### src/rtl/traffic_light_monitor.sv
// traffic_light_monitor
//
// Passive checker for the intersection light bus. Every rising edge of clk
// samples the red/yellow/green lines, decodes the current phase, measures how
// long the phase has dwelt and checks both the RED->GREEN->YELLOW->RED order
// and the per-phase dwell lengths. Errors are reported as one-cycle pulses plus
// sticky status bits. Every complete cycle that has no error is counted.
//
// Ports
//   clk, reset           clock; asynchronous active-high reset
//   red, yellow, green   observed light lines, synchronous to clk
//   clear_err            one-cycle pulse that zeroes err_status
//   phase[1:0]           00 RED, 01 GREEN, 10 YELLOW, 11 ACQUIRE
//                        (this is the FSM state, exposed directly)
//   locked               high while phase != ACQUIRE
//   dwell[CNT_W-1:0]     consecutive samples in the current phase, saturating
//   err_illegal          pulse: the sample is not one-hot
//   err_order            pulse: wrong successor phase
//   err_duration         pulse: phase too short or too long
//   err_status[2:0]      sticky {duration, order, illegal}
//   cycle_count[15:0]    error-free complete cycles, wraps
//
// All outputs are registered: the response to the sample taken at edge k is
// visible right after edge k and holds until edge k+1.
module traffic_light_monitor #(
  parameter int RED_CYCLES    = 11,
  parameter int GREEN_CYCLES  = 9,
  parameter int YELLOW_CYCLES = 3,
  parameter int CNT_W         = 8
) (
  input  logic             clk,
  input  logic             reset,
  input  logic             red,
  input  logic             yellow,
  input  logic             green,
  input  logic             clear_err,
  output logic [1:0]       phase,
  output logic             locked,
  output logic [CNT_W-1:0] dwell,
  output logic             err_illegal,
  output logic             err_order,
  output logic             err_duration,
  output logic [2:0]       err_status,
  output logic [15:0]      cycle_count
);

  typedef enum logic [1:0] {
    PH_RED    = 2'b00,
    PH_GREEN  = 2'b01,
    PH_YELLOW = 2'b10,
    PH_ACQ    = 2'b11
  } phase_t;

  localparam logic [CNT_W-1:0] EXP_RED    = CNT_W'(RED_CYCLES);
  localparam logic [CNT_W-1:0] EXP_GREEN  = CNT_W'(GREEN_CYCLES);
  localparam logic [CNT_W-1:0] EXP_YELLOW = CNT_W'(YELLOW_CYCLES);
  localparam logic [CNT_W-1:0] ONE        = CNT_W'(1);

  // State and registered outputs
  phase_t           r_phase;
  logic [CNT_W-1:0] r_dwell;
  logic             r_dirty;
  logic             r_locked;
  logic             r_err_ill;
  logic             r_err_ord;
  logic             r_err_dur;
  logic [2:0]       r_err_status;
  logic [15:0]      r_cycle_count;

  // Next-state values
  phase_t           w_phase_nxt;
  logic [CNT_W-1:0] w_dwell_nxt;
  logic             w_dirty_nxt;
  logic             w_ill;
  logic             w_ord;
  logic             w_dur;
  logic             w_cycle_done;
  logic             w_legal;
  phase_t           w_obs;
  logic [CNT_W-1:0] w_exp;
  logic [CNT_W-1:0] w_dwell_inc;

  function automatic logic [CNT_W-1:0] exp_of(input phase_t p);
    case (p)
      PH_RED:    exp_of = EXP_RED;
      PH_GREEN:  exp_of = EXP_GREEN;
      PH_YELLOW: exp_of = EXP_YELLOW;
      default:   exp_of = '0;
    endcase
  endfunction

  function automatic phase_t succ_of(input phase_t p);
    case (p)
      PH_RED:    succ_of = PH_GREEN;
      PH_GREEN:  succ_of = PH_YELLOW;
      PH_YELLOW: succ_of = PH_RED;
      default:   succ_of = PH_RED;
    endcase
  endfunction

  always_comb begin
    w_phase_nxt  = r_phase;
    w_dwell_nxt  = r_dwell;
    w_dirty_nxt  = r_dirty;
    w_ill        = 1'b0;
    w_ord        = 1'b0;
    w_dur        = 1'b0;
    w_cycle_done = 1'b0;

    // Exactly one of three lines high: odd parity, but not all three.
    w_legal = (red ^ yellow ^ green) & ~(red & yellow & green);
    if (red)        w_obs = PH_RED;
    else if (green) w_obs = PH_GREEN;
    else            w_obs = PH_YELLOW;

    w_exp       = exp_of(r_phase);
    w_dwell_inc = (r_dwell == '1) ? r_dwell : r_dwell + ONE;

    if (!w_legal) begin
      w_ill       = 1'b1;
      w_phase_nxt = PH_ACQ;
      w_dwell_nxt = '0;
      w_dirty_nxt = 1'b1;
    end else if (r_phase == PH_ACQ) begin
      // Only a red sample can start tracking; anything else is ignored.
      if (w_obs == PH_RED) begin
        w_phase_nxt = PH_RED;
        w_dwell_nxt = ONE;
        w_dirty_nxt = 1'b0;
      end
    end else if (w_obs == r_phase) begin
      w_dwell_nxt = w_dwell_inc;
      // The dwell only passes through expected+1 once per phase, so the
      // overlong pulse fires at most once without a separate flag.
      if ((w_dwell_inc != r_dwell) && (w_dwell_inc == w_exp + ONE)) begin
        w_dur = 1'b1;
      end
      w_dirty_nxt = r_dirty | w_dur;
    end else begin
      w_dur       = (r_dwell < w_exp);
      w_ord       = (w_obs != succ_of(r_phase));
      w_phase_nxt = w_obs;   // resync to what was observed in every case
      w_dwell_nxt = ONE;
      w_cycle_done = (r_phase == PH_YELLOW) && (w_obs == PH_RED) &&
                     !w_dur && !w_ord && !r_dirty;
      // A new cycle starts at every RED entry, so errors seen on that edge
      // belong to the cycle that just ended.
      w_dirty_nxt = (w_obs == PH_RED) ? 1'b0 : (r_dirty | w_dur | w_ord);
    end
  end

  always_ff @(posedge clk or posedge reset) begin
    if (reset) begin
      r_phase       <= PH_ACQ;
      r_dwell       <= '0;
      r_dirty       <= 1'b0;
      r_locked      <= 1'b0;
      r_err_ill     <= 1'b0;
      r_err_ord     <= 1'b0;
      r_err_dur     <= 1'b0;
      r_err_status  <= '0;
      r_cycle_count <= '0;
    end else begin
      r_phase      <= w_phase_nxt;
      r_dwell      <= w_dwell_nxt;
      r_dirty      <= w_dirty_nxt;
      r_locked     <= (w_phase_nxt != PH_ACQ);
      r_err_ill    <= w_ill;
      r_err_ord    <= w_ord;
      r_err_dur    <= w_dur;
      // A set on the same edge as a clear wins for that bit.
      r_err_status <= (clear_err ? 3'b000 : r_err_status) | {w_dur, w_ord, w_ill};
      if (w_cycle_done) r_cycle_count <= r_cycle_count + 16'd1;
    end
  end

  assign phase        = r_phase;
  assign locked       = r_locked;
  assign dwell        = r_dwell;
  assign err_illegal  = r_err_ill;
  assign err_order    = r_err_ord;
  assign err_duration = r_err_dur;
  assign err_status   = r_err_status;
  assign cycle_count  = r_cycle_count;

endmodule
### config.mk
export PLATFORM = sky130hd
export DESIGN_NAME = traffic_light_monitor
export DESIGN_NICKNAME = d
export VERILOG_FILES = /design/src/rtl/traffic_light_monitor.sv
export SDC_FILE = /design/constraint.sdc
export NUM_CORES = 1
export LEC_CHECK = 0
export ABC_AREA = 1
export ABC_CLOCK_PERIOD_IN_PS = 4400
export BUFFER_PORTS_ARGS = -buffer_cell sky130_fd_sc_hd__buf_2
export CAP_MARGIN = 20
export CORE_MARGIN = 3
export CORE_UTILIZATION = 59
export CTS_CLUSTER_SIZE = 16
export DETAILED_ROUTE_END_ITERATION = 8
export GPL_TIMING_DRIVEN = 0
export PLACE_DENSITY = 0.84
export SLEW_MARGIN = 20
export SYNTH_ARGS = -nofsm -noshare
export SYNTH_HDL_FRONTEND = slang
export SYNTH_SLANG_ARGS = --single-unit
### constraint.sdc
create_clock -name clk -period 4.4 [get_ports clk]
set_input_delay 0.44 -clock clk [delete_from_list [all_inputs] [get_ports clk]]
set_output_delay 0.44 -clock clk [all_outputs]
set_load 0.01 [all_outputs]
==> summary.txt, run 1 <==
CP Class: reg -> reg
Commonest non-fill, non-tap cell in the layout: nand2_1
Ys flop type: dfrtp_1
Reg2reg path depth: 13
RePlAce Congestion: 0.938
Final wirelength: 4680 µm
Peak VDD IR: 0.000221 V
Post-synth cell types: 31
Simple logic cell fraction of the synthesized area: 32.5%
Synthesized Nets: 285
Fin. Hold Viols: 0
Antenna Nets Post-Route: 0
Share of layout cells above drive strength 1: 18.4%
Largest family of logic cells by synthesized area: simple AND/OR/NAND/NOR gates
Vias per Instance: 5.40
Critical path's slowest cell: dfrtp_1
Final period util: 48.0%
Cts hold-fix bufs: 0
Bufs on Longest Clock Path: 2
Port bufs: 38
FF+latch count, synth: 34
Status: finished, final reports clean
Initial Utilization: 64.8%
Leakage power: 0.00126 µW
Ant. Diodes: 0
Slew @ Worst Pin: 0.683 ns
CTS resizes: 0
Vias in the first global route: 1,816
Worst Setup SP: dwell[1]
Post-Syn Instances: 274
GR Overflow Total: 0
Largest net degree at the start of global routing: 35
Die H: 65.3 µm
Final setup violating endpoints: 0
Setup tns final: 0 ns
H-tree levels: 2
CTS buffer count: 5
Nets@finish: 330
Sequential cell area: 853 µm²
# clock sinks: 34
CTS tree: yes
Rows: 20
Die area: 0.00426 mm²
Avg Inst Size Synth: 7.57 µm²
Pre-CTS setup slack: 2.33 ns
CP dominant cell by count: nand2_1
Arr. time, crit path: 2.34 ns
Max_cap viols: 0
RSZ-0062 raised after global routing: false
Post-CTS Setup Inserts: 0
Worst-Skew Late Latency: 0.34 ns
Post-synth ARST share: 100%
Reg2reg start: dwell[1]
Total global-route track usage: 23.9%
Critical path's largest stage delay: 0.50 ns
DP Wirelength: 3510 µm
CTS root buf: clkbuf_4
Sequential fraction of the synthesis area: 41.1%
CORE AREA: 0.00320 mm²
Via count: 1,965
Synthesized cell area: 0.00207 mm²
Clock-pin slew on the worst setup and hold paths: 0.11 ns
Xor and xnor fraction of the mapped netlist area: 7.96%
Worst slew margin relative to its limit: 54.4%
Warning count from the yosys run: 0
Flop-to-flop setup slack: 2.29 ns
DR iter-0 viols: 168
DRC Markers: 0
Avg WL per Cell: 12.9 µm
Adder-Cell Fraction of Synth Area: 3.02%
Total power draw: 740 µW
Max-slew violation count: 0
Power Density: 311 mW/mm²
Critical Path Sink Type: flip-flop
Req. time, crit path: 4.63 ns
Hold slack: 0.196 ns
Type of origin of the critical path: flip-flop
Clock skew: 0.00656 ns
Min Clock Period, post-route: 2.11 ns
Critical path fanouts, max: 10
Highest clock rate: 473 MHz
Initial antenna violation count: 0
Length of the first detailed-routing pass in iterations: 5
Post-synth EDFFs: 0
Mux share of post-synthesis cell area: 0%
Compound-cell area share of the yosys netlist: 7.78%
Final setup margin: 2.29 ns
Leading cell types in the layout, fill and taps excluded: 80 x nand2_1, 38 x buf_2, 32 x dfrtp_1
Area delta synth->final: 14.7%
IO Pins: 39
First-pass GRT wire length: 7960 µm
Die X-Extent: 65.3 µm
Worst-path cell chain: ha_1 -> nand2_1 -> nor2_2 -> nand2_1 -> buf_6 -> nand2_1 -> nand2_1 -> nand3_1 -> nor2_1 -> nand2_1 -> nand2_1 -> nand2_1 -> nand2_1
Tightest Hold Check Type: in -> async
Multi-input logic area: 0.00106 mm²
Fill count: 279
==> area by class of cell <==
cell class	count	share of cell area [%]
clock inverters	1	0.210
plain buffers	5	1.74
well taps	44	2.31
repair buffers	38	7.99
flip-flops and latches	34	35.9
clock buffers	7	2.31
inverters	31	4.89
multi-input cells	204	44.7
==> worst max-delay path: cells and delay by family, from the launching register on <==
kind,cells,cell delay (ns)
buffers and inverters,1,0.17
and+or+nand+nor,11,1.04
DFF,1,0.50
adders and majority gates,1,0.28
==> path summary, 6_finish.rpt <==
path | end
min in group clk | err_status[2]
worst max register to register | err_status[2]
worst min-delay path | dwell[3]
worst min register to register | err_status[2]
worst max-delay path | err_status[2]
max in group asynchronous | cycle_count[6]
==> cells in the mapped netlist, types with 2 or more instances <==
master,count,area (µm²)
buf_4,2,15.0
nor3_1,4,20.0
nor4_1,4,25.0
nand3_1,25,125
dfrtp_1,32,801
nand3b_1,2,15.0
buf_6,2,22.5
a21oi_1,6,30.0
o22ai_1,5,31.3
xor2_1,12,105
nor2_1,22,82.6
dfstp_2,2,52.6
inv_1,30,113
o21ai_0,15,75.1
nand4_1,8,50.1
xnor2_1,5,43.8
nand2_1,80,300
ha_1,5,62.6
==> metrics by stage <==
step | utilization [%] | cells | area [µm²]
global route | 74.3 | 364 | 2380
finish | 74.3 | 364 | 2380
global placement | 72.4 | 356 | 2320
detailed placement | 72.4 | 356 | 2320
floorplan | - | 274 | 2070
CTS | 74.3 | 364 | 2380
==> state kept, by name, summed over array words and instances (netlist names) <==
signal,flops
err_status,3
dwell,8
err_duration,1
err_order,1
locked,1
phase,2
cycle_count,16
err_illegal,1
r_dirty,1
==> power breakdown <==
group	leakage (µW)	internal, µW	switching [µW]
Sequential	0.000433	346	33.8
Combinational	0.000786	66.9	111
Clock	0.0000353	77.4	106
==> kinds of logic after synthesis <==
family | Yosys count
compound gates | 29
xor+xnor | 18
fa+ha+maj | 5
buf+inv | 36
flops | 34
simple gates | 152
==> per-layer routing <==
layer / vias up / global-route usage, % / part of all wire [%]
met5: - / 0 / 0
met4: 0 / 9.59 / 1.8
met3: 9 / 5.13 / 5.6
met2: 65 / 35.7 / 43
met1: 908 / 33.7 / 50
li1: 983 / - / -
Power figures use the tool's default switching activity.
==> inputs of run 2 (changes only) <==
Settings changed: ABC_CLOCK_PERIOD_IN_PS 4400 to 2100, CORE_UTILIZATION 59 to 55, PLACE_DENSITY 0.84 to 0.79.
Clock period 4.4 ns to 2.1 ns, I/O delays scaled along.
==> run 2 against run 1 <==
Net effect:
- total power grew to 2.6 times the previous value
- critical endpoint is now cycle_count[13]
- clock power grew to 4.0 times the previous value
- die area grew 6.6%
- largest power group unchanged
- largest cell class unchanged
- sequential cell count is the same
- core utilization shrank 2.7 points
- sequential share of layout area shrank 1.7 points
- global-route usage grew 0.23 points
- register-to-register slack lost 2.1 ns
- sequential power grew 110%
==> summary.txt, run 2 (same netlist as run 1, synthesis figures left out) <==
Status: finished, final reports clean (unchanged)
Critical Path Sink Type: flip-flop (unchanged)
DP Area: 0.00232 mm² (about the same)
Type of origin of the critical path: flip-flop (unchanged)
Clock-pin slew on the worst setup and hold paths: 0.08 ns (was 0.11 ns)
Final Util: 71.6% (was 74.3%)
CTS root buf: clkbuf_8 (was clkbuf_4)
Power Density: 770 mW/mm² (was 311 mW/mm²)
Fill count: 288 (was 279)
CP Class: reg -> reg (unchanged)
Length of the first detailed-routing pass in iterations: 5 (unchanged)
Vias per Instance: 5.48 (was 5.40)
Antenna Nets Post-Route: 0 (unchanged)
Share of layout cells above drive strength 1: 20.2% (was 18.4%)
Die X-Extent: 67.4 µm (was 65.3 µm)
Die area: 0.00454 mm² (was 0.00426 mm²)
First-pass GRT wire length: 8150 µm (was 7960 µm)
Max_cap viols: 0 (unchanged)
DR iter-0 viols: 188 (was 168)
Arr. time, crit path: 2.09 ns (was 2.34 ns)
Min Clock Period, post-route: 1.92 ns (was 2.11 ns)
Highest clock rate: 520 MHz (was 473 MHz)
Clock skew: 0.00543 ns (was 0.00656 ns)
Critical path fanouts, max: 10 (unchanged)
Avg WL per Cell: 13.5 µm (was 12.9 µm)
GR Overflow Total: 0 (unchanged)
Commonest non-fill, non-tap cell in the layout: nand2_1 (unchanged)
Final wirelength: 4960 µm (was 4680 µm)
Die H: 67.4 µm (was 65.3 µm)
Critical path's largest stage delay: 0.62 ns (was 0.50 ns)
CORE AREA: 0.00349 mm² (was 0.00320 mm²)
CTS tree: yes (unchanged)
Bufs on Longest Clock Path: 2 (unchanged)
RePlAce Congestion: 0.892 (was 0.938)
Placed Cells incl. Taps: 358 (was 356)
Peak VDD IR: 0.000547 V (was 0.000221 V)
Final setup violating endpoints: 0 (unchanged)
Fin. Hold Viols: 0 (unchanged)
Nets@finish: 332 (was 330)
Max FFs per register: 16 (unchanged)
Req. time, crit path: 2.27 ns (was 4.63 ns)
Worst slew margin relative to its limit: 54.3% (was 54.4%)
Total global-route track usage: 24.1% (was 23.9%)
Max-slew violation count: 0 (unchanged)
Worst-Skew Late Latency: 0.29 ns (was 0.34 ns)
Initial antenna violation count: 0 (unchanged)
Leakage power: 0.00129 µW (was 0.00126 µW)
CTS buffer count: 5 (unchanged)
Initial Utilization: 59.4% (was 64.8%)
Non-Filler Instances: 368 (was 364)
Via count: 2,018 (was 1,965)
IO Pins: 39 (unchanged)
Setup tns final: 0 ns (unchanged)
DRC Markers: 0 (unchanged)
Worst-path cell chain: ha_1 -> a21boi_1 -> o21ai_0 -> nand2_1 -> nand3_4 -> inv_1 -> buf_4 -> nand2_1 -> o21ai_0 (was ha_1 -> nand2_1 -> nor2_2 -> nand2_1 -> buf_6 -> nand2_1 -> nand2_1 -> nand3_1 -> nor2_1 -> nand2_1 -> nand2_1 -> nand2_1 -> nand2_1)
# clock sinks: 34 (unchanged)
Largest net degree at the start of global routing: 35 (unchanged)
Final period util: 91.5% (was 48.0%)
Port bufs: 38 (unchanged)
Critical path's slowest cell: dfstp_2 (was dfrtp_1)
Rows: 21 (was 20)
Area delta synth->final: 20.6% (was 14.7%)
Tightest Hold Check Type: in -> async (unchanged)
Slew @ Worst Pin: 0.685 ns (was 0.683 ns)
Cell area after layout: 0.00250 mm² (was 0.00238 mm²)
Ant. Diodes: 0 (unchanged)
DP Wirelength: 3480 µm (was 3510 µm)
Leading cell types in the layout, fill and taps excluded: 80 x nand2_1, 38 x buf_2, 30 x dfrtp_1 (was 80 x nand2_1, 38 x buf_2, 32 x dfrtp_1)
Vias in the first global route: 1,755 (was 1,816)
H-tree levels: 2 (unchanged)
==> run 2: cell count changes in the layout (fill, tap and decap cells not counted), moves of 2 or more <==
cell / change
clkbuf_4: -5
clkbuf_8: +4
buf_4: +2
bufinv_16: +2
dfrtp_1: -2
dfrtp_2: +2
==> run 2: worst paths after layout <==
| check | slack (ns) | cells after the start | from | endpoint |
|---|---|---|---|---|
| setup reg to reg | 0.18 | 9 | phase[0] | cycle_count[13] |
| hold reg to reg | 0.48 | 1 | err_status[1] | err_status[1] |
| hold / removal | 0.02 | 2 | reset | cycle_count[1] |
| max in group asynchronous | 1.60 | 2 | reset | dwell[1] |
| setup / recovery | 0.18 | 9 | phase[0] | cycle_count[13] |
| min in group clk | 0.18 | 4 | clear_err | err_status[2] |
==> run 2: repair_timing <==
| item | in CTS | in global routing |
|---|---|---|
| buffers inserted | 0 | 2 |
| hold buffers | 0 | 0 |
| endpoints found under the setup margin | 2 | 8 |
| resized for setup | 1 | 5 |
==> run 2: layout make-up <==
cell class	instances	area (µm²)	share of cell area (%)
plain buffers	5	41.3	1.65
inverters	31	116	4.65
repair buffers	40	205	8.20
clock buffers	5	68.8	2.75
flip-flops and latches	34	856	34.2
clock inverters	3	68.8	2.75
multi-input cells	204	1090	43.5
well taps	46	57.6	2.30
==> run 2: routing by layer <==
layer  vias up  GRT usage (%)  wire (µm)
met1       933           32.8       2230
met2        86           37.2       2310
li1        985              -          -
met3        14           4.66        304
met4         0           10.9        114
met5         -              0          0
==> run 2: critical path, delay by kind of cell, from the launching register on <==
kind	cells	cell delay [ns]
AOI/OAI and AO/OA	3	0.34
adders and majority gates	1	0.25
buffers and inverters	2	0.23
DFF	1	0.62
and+or+nand+nor	3	0.36
==> run 2: power by group <==
group	internal [µW]	leakage [µW]	switching [µW]	total, µW
clock	476	0.0000683	260	736
sequential	726	0.000431	69.4	795
combinational	154	0.000795	242	396
total	1360	0.00129	572	1930
==> run 2: stage by stage <==
step	power, µW	hold WS [ns]	worst slack (ns)
after CTS	1920	0.0495	0.0225
after global routing	2040	0.0698	-0.00429
after global placement	1170	0.460	0.0175
final	1930	0.0202	0.178
after floorplan	1050	0.344	0.297
after detailed placement	1180	0.368	-0.0148
==> inputs of run 3 (changes only) <==
Settings changed: ABC_CLOCK_PERIOD_IN_PS 2100 to 2180.
Clock period 2.1 ns to 2.18 ns, I/O delays scaled along.
==> run 3 against run 2 <==
Net effect:
- first-iteration DRC count decreased by 8.0%
- via count decreased by 2.6%
- cell count shrank 0.54%
- global-route usage unchanged
- routed wire length down 1.9%
- critical path type unchanged
==> summary.txt, run 3 (same netlist as run 1, synthesis figures left out) <==
Nets@finish: 330 (was 332)
Worst-Skew Late Latency: 0.29 ns (about the same)
Fin. Hold Viols: 0 (unchanged)
RSZ-0062 raised after global routing: false
GR Overflow Total: 0 (unchanged)
Sequential cell area: 856 µm² (unchanged)
Fill count: 293 (was 288)
Non-Filler Instances: 366 (was 368)
H-tree levels: 2 (unchanged)
RePlAce Congestion: 0.892 (unchanged)
Critical Path Sink Type: flip-flop (unchanged)
Via count: 1,965 (was 2,018)
Vias in the first global route: 1,755 (unchanged)
CTS buffer count: 5 (unchanged)
Commonest non-fill, non-tap cell in the layout: nand2_1 (unchanged)
Final Util: 70.6% (was 71.6%)
Initial antenna violation count: 0 (unchanged)
Area delta synth->final: 18.9% (was 20.6%)
CORE AREA: 0.00349 mm² (unchanged)
Length of the first detailed-routing pass in iterations: 4 (was 5)
Ant. Diodes: 0 (unchanged)
Die X-Extent: 67.4 µm (unchanged)
DRC Markers: 0 (unchanged)
Antenna Nets Post-Route: 0 (unchanged)
Initial Utilization: 59.4% (unchanged)
Worst slew margin relative to its limit: 54.2% (was 54.3%)
Leading cell types in the layout, fill and taps excluded: 80 x nand2_1, 38 x buf_2, 30 x dfrtp_1 (unchanged)
Bufs on Longest Clock Path: 2 (unchanged)
Port bufs: 38 (unchanged)
Arr. time, crit path: 2.21 ns (was 2.09 ns)
DP Wirelength: 3480 µm (unchanged)
Rows: 21 (unchanged)
Setup tns final: 0 ns (unchanged)
Max-slew violation count: 0 (unchanged)
Clock skew: 0.00647 ns (was 0.00543 ns)
Die H: 67.4 µm (unchanged)
Die area: 0.00454 mm² (unchanged)
First-pass GRT wire length: 8150 µm (unchanged)
Power Density: 744 mW/mm² (was 770 mW/mm²)
Total global-route track usage: 24.1% (unchanged)
Type of origin of the critical path: flip-flop (unchanged)
Placed Cells incl. Taps: 358 (unchanged)
Slew @ Worst Pin: 0.687 ns (was 0.685 ns)
CP Class: reg -> reg (unchanged)
Total power draw: 1830 µW (was 1930 µW)
Tightest Hold Check Type: in -> async (unchanged)
Largest net degree at the start of global routing: 35 (unchanged)
Avg WL per Cell: 13.3 µm (was 13.5 µm)
Highest clock rate: 494 MHz (was 520 MHz)
IO Pins: 39 (unchanged)
Peak VDD IR: 0.000516 V (was 0.000547 V)
Final wirelength: 4870 µm (was 4960 µm)
Max FFs per register: 16 (unchanged)
Multi-input logic area: 0.00107 mm² (was 0.00109 mm²)
Req. time, crit path: 2.36 ns (was 2.27 ns)
CTS root buf: clkbuf_8 (unchanged)
Final period util: 92.9% (was 91.5%)
Critical path fanouts, max: 10 (unchanged)
# clock sinks: 34 (unchanged)
Status: finished, final reports clean (unchanged)
CTS tree: yes (unchanged)
Max_cap viols: 0 (unchanged)
Vias per Instance: 5.37 (was 5.48)
Share of layout cells above drive strength 1: 19.4% (was 20.2%)
Clock-pin slew on the worst setup and hold paths: 0.08 ns (about the same)
Final setup violating endpoints: 0 (unchanged)
Min Clock Period, post-route: 2.02 ns (was 1.92 ns)
DR iter-0 viols: 173 (was 188)
Leakage power: 0.00129 µW (about the same)
-- run 3: path summary, 6_finish.rpt --
| check | start | endpoint | slack (ns) | cells after the start |
|---|---|---|---|---|
| max in group asynchronous | reset | dwell[1] | 1.67 | 2 |
| min | reset | cycle_count[1] | 0.03 | 2 |
| min in group clk | clear_err | err_status[2] | 0.19 | 4 |
| min reg2reg | err_status[1] | err_status[1] | 0.48 | 1 |
| max | dwell[1] | err_status[2] | 0.16 | 13 |
| max reg2reg | dwell[1] | err_status[2] | 0.16 | 13 |
-- run 3: routing by layer --
metal  share of wire [%]  vias up  global-route usage, %
li1                    -      981                      -
met1                  46      898                   32.8
met2                  46       74                   37.2
met3                 5.7       12                   4.66
met4                 2.1        0                   10.9
met5                   0        -                      0
-- run 3: final cells by class --
type | count | area share [%]
Multi-Input combinational cell | 204 | 43.3
Sequential cell | 34 | 34.7
Timing Repair Buffer | 38 | 7.71
Inverter | 31 | 4.72
Clock buffer | 5 | 2.79
Clock inverter | 3 | 2.79
Tap cell | 46 | 2.33
Buffer | 5 | 1.67
-- run 3: per-stage QoR --
| step | hold slack [ns] | cell area [µm²] | setup slack, ns |
|---|---|---|---|
| after floorplan | 0.352 | 2070 | 0.377 |
| after global placement | 0.460 | 2320 | 0.0975 |
| after detailed placement | 0.376 | 2320 | 0.0652 |
| after CTS | 0.0575 | 2460 | 0.0528 |
| after global routing | 0.0778 | 2470 | 0.00350 |
| final | 0.0291 | 2470 | 0.155 |
-- run 3: what timing repair did --
item                                    4_1_cts  5_1_grt
gates resized for setup                       0        3
endpoints found under the setup margin        0        3
endpoints found under the hold margin         0        0
hold buffers                                  0        0
buffers inserted                              0        0
-- run 3: worst max-delay path, stage by stage (launching register included) --
cell,delay [ns]
dfrtp_2,0.45
ha_1,0.27
nand2_1,0.15
nor2_4,0.17
nand2_1,0.11
buf_6,0.17
nand2_1,0.08
nand2_1,0.09
nand3_1,0.10
nor2_1,0.05
nand2_1,0.06
nand2_1,0.05
nand2_1,0.10
nand2_1,0.06
-- run 3: where the power goes --
part           leakage [µW]  switching [µW]  internal, µW
clock             0.0000683             251           458
combinational      0.000787             225           136
sequential         0.000431            65.7           699
total               0.00129             542          1290
